==> src/rtl/pipeline_controller.sv <==
// Decode and hazard controller for the 5-stage 19-bit pipeline: ID decode, shadow
// destination tracking, forwarding selects, stalls, store-data interlocks and redirects.
module pipeline_controller (
  input  logic        clk,
  input  logic        reset,
  input  logic [18:0] IF_ID_instruction,
  input  logic        C,
  input  logic        Z,
  input  logic        next_C,
  input  logic        next_Z,
  input  logic        ID_EX_alu_B_mux,
  output logic        mem_write,
  output logic        reg_write,
  output logic        push,
  output logic        pop,
  output logic        alu_use_carry,
  output logic        alu_B_mux,
  output logic        reg_B_mux,
  output logic        select_c,
  output logic        select_z,
  output logic        write_c,
  output logic        write_z,
  output logic [2:0]  alu_op,
  output logic [1:0]  pc_mux,
  output logic [1:0]  reg_write_mux,
  output logic [1:0]  forward_A,
  output logic [1:0]  forward_B,
  output logic        forward_mem_MEM,
  output logic        IF_ID_loadbar,
  output logic        pc_writebar,
  output logic        ID_EX_flush,
  output logic        IF_ID_flush
);

  typedef struct packed {
    logic [2:0] rd;
    logic [2:0] rs;
    logic [2:0] rt;
    logic       reg_write;
    logic       long_op;
    logic       is_ld;
    logic       st_fwd;
    logic       wc;
    logic       wz;
  } shadow_t;

  shadow_t id_ex, ex_mem, mem_wb, id_next;

  logic [2:0] op, rd, rs, rt;
  logic [1:0] sub;
  assign op  = IF_ID_instruction[18:16];
  assign sub = IF_ID_instruction[15:14];
  assign rd  = IF_ID_instruction[13:11];
  assign rs  = IF_ID_instruction[10:8];
  assign rt  = IF_ID_instruction[7:5];

  // Flags written by the instruction now in EX are not committed yet; use its results.
  logic flag_c, flag_z, br_true;
  assign flag_c = id_ex.wc ? next_C : C;
  assign flag_z = id_ex.wz ? next_Z : Z;

  always_comb begin
    case (IF_ID_instruction[13:12])
      2'b00:   br_true = flag_z;
      2'b01:   br_true = ~flag_z;
      2'b10:   br_true = flag_c;
      default: br_true = ~flag_c;
    endcase
  end

  logic       d_mem_write, d_reg_write, d_push, d_pop, d_carry, d_bmux, d_rbmux;
  logic       d_sel, d_wflags, use_rs, use_rt, is_st, is_ld, is_long;
  logic [2:0] d_alu_op;
  logic [1:0] d_pc_mux, d_rwm;

  always_comb begin
    d_mem_write = 1'b0;
    d_reg_write = 1'b0;
    d_push      = 1'b0;
    d_pop       = 1'b0;
    d_carry     = 1'b0;
    d_bmux      = 1'b0;
    d_rbmux     = 1'b0;
    d_sel       = 1'b0;
    d_wflags    = 1'b0;
    use_rs      = 1'b0;
    use_rt      = 1'b0;
    is_st       = 1'b0;
    is_ld       = 1'b0;
    is_long     = 1'b0;
    d_alu_op    = 3'b000;
    d_pc_mux    = 2'b00;
    d_rwm       = 2'b00;
    case (op)
      3'b000, 3'b001, 3'b010, 3'b011: begin
        d_reg_write = 1'b1;
        d_alu_op    = IF_ID_instruction[16:14];
        d_wflags    = 1'b1;
        d_carry     = (d_alu_op == 3'b001) || (d_alu_op == 3'b011);
        d_bmux      = op[1];
        use_rs      = 1'b1;
        use_rt      = ~op[1];
      end
      3'b100: begin
        d_bmux      = 1'b1;
        d_reg_write = 1'b1;
        d_rwm       = 2'b10;
        use_rs      = 1'b1;
        is_ld       = 1'b1;
        is_long     = 1'b1;
      end
      3'b101: begin
        d_bmux      = 1'b1;
        d_rbmux     = 1'b1;
        d_mem_write = 1'b1;
        use_rs      = 1'b1;
        is_st       = 1'b1;
      end
      3'b110: begin
        d_reg_write = 1'b1;
        d_rwm       = 2'b01;
        d_sel       = 1'b1;
        d_wflags    = 1'b1;
        use_rs      = 1'b1;
        is_long     = 1'b1;
      end
      default: begin
        case (sub)
          2'b00: d_pc_mux = 2'b10;
          2'b01: d_pc_mux = br_true ? 2'b01 : 2'b00;
          2'b10: begin
            d_pc_mux = 2'b10;
            d_push   = 1'b1;
          end
          default: begin
            d_pc_mux = 2'b11;
            d_pop    = 1'b1;
          end
        endcase
      end
    endcase
  end

  logic load_use, st_lock, st_fwd, stall, taken;
  assign load_use = id_ex.reg_write && id_ex.long_op &&
                    ((use_rs && id_ex.rd == rs) || (use_rt && id_ex.rd == rt));
  // A store whose data comes from an older non-load result waits for it to reach WB.
  assign st_lock  = is_st &&
                    ((id_ex.reg_write && !id_ex.is_ld && id_ex.rd == rd) ||
                     (ex_mem.reg_write && ex_mem.rd == rd));
  assign st_fwd   = is_st && id_ex.reg_write && id_ex.is_ld && id_ex.rd == rd;
  assign stall    = load_use | st_lock;
  assign taken    = (d_pc_mux != 2'b00);

  function automatic logic [1:0] fwd_sel(input logic [2:0] src, input shadow_t em,
                                         input shadow_t mw);
    if (em.reg_write && !em.long_op && em.rd == src) return 2'b10;
    if (mw.reg_write && mw.rd == src)                return 2'b11;
    return 2'b00;
  endfunction

  always_comb begin
    mem_write       = d_mem_write & ~stall;
    reg_write       = d_reg_write & ~stall;
    push            = d_push & ~stall;
    pop             = d_pop & ~stall;
    write_c         = d_wflags & ~stall;
    write_z         = d_wflags & ~stall;
    alu_use_carry   = d_carry;
    alu_B_mux       = d_bmux;
    reg_B_mux       = d_rbmux;
    select_c        = d_sel;
    select_z        = d_sel;
    alu_op          = d_alu_op;
    pc_mux          = d_pc_mux;
    reg_write_mux   = d_rwm;
    forward_A       = fwd_sel(id_ex.rs, ex_mem, mem_wb);
    forward_B       = ID_EX_alu_B_mux ? 2'b01 : fwd_sel(id_ex.rt, ex_mem, mem_wb);
    forward_mem_MEM = ex_mem.st_fwd;
    IF_ID_loadbar   = stall;
    pc_writebar     = stall;
    ID_EX_flush     = stall;
    IF_ID_flush     = taken;
    if (!reset) begin
      mem_write       = 1'b0;
      reg_write       = 1'b0;
      push            = 1'b0;
      pop             = 1'b0;
      write_c         = 1'b0;
      write_z         = 1'b0;
      alu_use_carry   = 1'b0;
      alu_B_mux       = 1'b0;
      reg_B_mux       = 1'b0;
      select_c        = 1'b0;
      select_z        = 1'b0;
      alu_op          = 3'b000;
      pc_mux          = 2'b00;
      reg_write_mux   = 2'b00;
      forward_A       = 2'b00;
      forward_B       = 2'b00;
      forward_mem_MEM = 1'b0;
      IF_ID_loadbar   = 1'b0;
      pc_writebar     = 1'b0;
      ID_EX_flush     = 1'b1;
      IF_ID_flush     = 1'b1;
    end
  end

  assign id_next = '{rd: rd, rs: rs, rt: rt, reg_write: d_reg_write, long_op: is_long,
                     is_ld: is_ld, st_fwd: st_fwd, wc: d_wflags, wz: d_wflags};

  always_ff @(posedge clk) begin
    if (!reset) begin
      id_ex  <= '0;
      ex_mem <= '0;
      mem_wb <= '0;
    end else begin
      id_ex  <= ID_EX_flush ? '0 : id_next;
      ex_mem <= id_ex;
      mem_wb <= ex_mem;
    end
  end

  logic unused_bits;
  assign unused_bits = ^{IF_ID_instruction[4:0], mem_wb.rs, mem_wb.rt, mem_wb.long_op,
                         mem_wb.is_ld, mem_wb.st_fwd, mem_wb.wc, mem_wb.wz};

endmodule

==> config.mk <==
export PLATFORM = sky130hd
export DESIGN_NAME = pipeline_controller
export DESIGN_NICKNAME = d
export VERILOG_FILES = /design/src/rtl/pipeline_controller.sv
export SDC_FILE = /design/constraint.sdc
export NUM_CORES = 1
export LEC_CHECK = 0
export ABC_AREA = 1
export CAP_MARGIN = 20
export CORE_MARGIN = 3
export CORE_UTILIZATION = 35
export CTS_CLUSTER_SIZE = 40
export DETAILED_ROUTE_END_ITERATION = 8
export PLACE_DENSITY = 0.61
export SYNTH_ARGS = -nofsm -noshare
export SYNTH_HDL_FRONTEND = slang
export SYNTH_SLANG_ARGS = --single-unit
==> constraint.sdc <==
create_clock -name clk -period 2.2 [get_ports clk]
set_clock_uncertainty 0.15 [all_clocks]
set_input_delay 0.33 -clock clk [delete_from_list [all_inputs] [get_ports clk]]
set_output_delay 0.33 -clock clk [all_outputs]
set_load 0.05 [all_outputs]
==> flow_summary_export.csv <==
group,metric,value,unit
pwr,power_leakage,1.41,nW
sta,finalHoldViolCount,0,
sta,period_share,0.975,
route,drtIter0Drc,53,
worst_setup_path,cpPeakStageDelay,0.24,ns
die,placementRows,22,
logic_synthesis,syn_nets,266,
logic_synthesis,syn_avg_cell_area,6.13,um2
route,ant_nets,0,
worst_setup_path,worstPathRequired,1.72,ns
place,placedCellCount,352,
place,hpwl,3140,um
clock_tree,clockBufferDepth,2,
logic_synthesis,synth_area,0.00145,mm2
die,die_y,70.4,um
worst_setup_path,crit_path_end_kind,"output pin",
place,port_buffers,47,
logic_synthesis,synthCells,237,
route,wl_per_cell,11.6,um
clock_tree,ctsRootBufferMaster,"clkbuf_8",
clock_tree,cts_tree,"done",
worst_setup_path,path_class,"in2out",
global_routing,grt_usage,0.182,
worst_hold_path,min_path_cells,3,
global_routing,grt_max_degree,14,
layout,fin_cells,380,
pwr,ir_worst_vdd,0.212,mV
sta,slew_violations,0,
clock_tree,clk_latency,0.27,ns
place,pre_cts_slack,-0.262,ns
worst_setup_path,worstPathMaxFanout,8,
outcome,status,"completed",
sta,worst_pin_slew,0.383,ns
clock_tree,cts_inserted_buffers,3,
layout,finalNetCount,362,
pwr,powerDensity,428,mW/mm2
worst_setup_path,path_delay_family,"simple AND/OR/NAND/NOR gates",
flow_run,cap_violations,0,
route,via_count,1712,
sta,fmax,466,MHz
layout,area_growth,86.5,%
layout,antenna_cells,0,
worst_setup_path,arrival,1.66,ns
route,dr.pass1.iters,4,
die,io_pins,53,
clock_tree,cts_sinks,24,
global_routing,grt_pass1_vias,1757,
route,drc,0,
global_routing,antenna_found_initial,0,
worst_setup_path,path_buf_inv,3,
sta,setup_slack,0.0561,ns
logic_synthesis,ys_types,23,
pwr,finalPower,1.16,mW
worst_setup_path,crit_chain,"dlygate4sd2_1, inv_1, nand2_1, nand2_1, nor2_2, nand2_1, nand2_1, nand2_2, nand3_4, nor2_4, buf_12",
pwr,internal-power,0.797,mW
global_routing,grt_overflow_total,0,
worst_setup_path,start_kind,"input port",
sta,rsz0062_at_grt,"yes",
layout,final_cell_mix,"64 x nand2_1, 49 x buf_4, 37 x inv_1, 37 x nor2_1, 27 x buf_12",
clock_tree,cts.htree.levels,1,
logic_synthesis,yosysWarnings,0,
place,globalplace.congestion,0.887,
layout,fillers,299,
pwr,clkPwrFrac,0.260,
die,die_w,70.4,um
sta,setup_tns,0,ns
layout,postLayoutCoreUtil,0.708,
layout,final_common_cell,"nand2_1",
die,core_area,0.00383,mm2
sta,period_needed,2.14,ns
worst_setup_path,slowest_stage,"dlygate4sd2_1",
worst_setup_path,cp_common_cell,"nand2_1",
worst_setup_path,cp.depth,11,
worst_hold_path,hold_path_class,"in2reg",
sta,finalSetupViolations,0,
die,start_util,0.380,
layout,drive_above_1_share,0.380,
logic_synthesis,ys_seq_area_frac,0.331,
route,routed_wl,4420,um
logic_synthesis,ys_ff_latch,24,
worst_setup_path,rr_worst_depth,11,
die,dieArea,0.00496,mm2
route,via_per_inst,4.51,
pwr,p_sw_frac,0.312,
sta,slew_headroom,0.743,
pwr,power_frac_comb,0.334,
pwr,p_sw,0.361,mW
clock_tree,path_clk_slew,0.08,ns
pwr,pwr-share-seq,0.405,
global_routing,grt_pass1_wl,7350,um
[cell usage after synthesis]
cell       count  area share
a21oi_1        4       0.014
a211oi_1       1      0.0052
xnor2_1        1      0.0060
o21ai_1        1      0.0034
nor2_1        39        0.10
nand4_1        1      0.0043
o2111ai_1      1      0.0060
inv_2          5       0.013
ha_1           3       0.026
o21ai_0        4       0.014
dfxtp_1       24        0.33
nand2_2        3       0.013
xor2_1         4       0.024
inv_1         40        0.10
clkbuf_1       1      0.0026
buf_4          4       0.021
nand3_1       11       0.038
nand2_1       72        0.19
nand3_4        1       0.012
buf_8          1       0.010
nor3_1         6       0.021
nor2_2         9       0.039
nor2_4         1      0.0078
[power groups by stage]
| stage | Combinational, mW | Sequential (mW) | Clock, mW |
|---|---|---|---|
| final | 0.387 | 0.470 | 0.301 |
| after global routing | 0.419 | 0.473 | 0.324 |
| after CTS | 0.373 | 0.470 | 0.301 |
| after detailed placement | 0.350 | 0.480 | 0 |
| after global placement | 0.347 | 0.480 | 0 |
| after floorplan | 0.180 | 0.477 | 0 |
[worst min-delay path: stages]
cell      delay (ns)
clkbuf_2        0.11
nand3_1         0.12
nor2_1          0.06
[registers in the layout, summed over array words and instances, names as in the netlist]
register  flops
id_ex        14
ex_mem        6
mem_wb        4
[stage by stage]
step,hold WS (ns),area (um2)
floorplan,0.240,1480
global placement,0.246,2410
detailed placement,0.246,2410
CTS,0.266,2620
global route,0.268,2710
finish,0.240,2710
[path summary, 6_finish.rpt]
kind,from,endpoint,slack (ns)
worst min register to register,id_ex[2],ex_mem[2],0.27
worst max register to register,id_ex[12],id_ex[7],0.48
worst min-delay path,IF_ID_instruction[18],id_ex[3],0.24
worst max-delay path,IF_ID_instruction[10],write_z,0.06
[cells by family (layout without fill, tap and decap cells)]
group | after synthesis | after routing | share of synthesized area
AO/OA/AOI/OAI | 11 | 11 | 0.0422
flip-flops | 24 | 24 | 0.331
buffers and inverters | 51 | 146 | 0.150
adder cells (fa/ha/maj) | 3 | 3 | 0.0258
XOR/XNOR | 5 | 5 | 0.0301
AND/OR/NAND/NOR | 143 | 143 | 0.421
[per-layer routing]
metal	GRT usage	share of wire	vias up
li1	-	-	899
met1	0.193	0.40	747
met2	0.324	0.50	53
met3	0.0590	0.079	13
met4	0.0830	0.028	0
met5	0	0	-
[area by class of cell]
class                      count  area (um2)  share of cell area
timing repair buffer          97        1100               0.406
multi-input combinational    162         816               0.301
inverter                      45         179              0.0661
sequential                    24         500               0.185
clock buffer                   4        55.1              0.0203
tap                           48        60.1              0.0222
[repair_timing]
item | in CTS | in global routing
endpoints found under the setup margin | 17 | 9
hold buffers | 0 | 0
buffers inserted | 22 | 2
gates resized for setup | 17 | 34
pin swaps | 5 | 17
No activity file was read; power rests on OpenSTA's default activity.
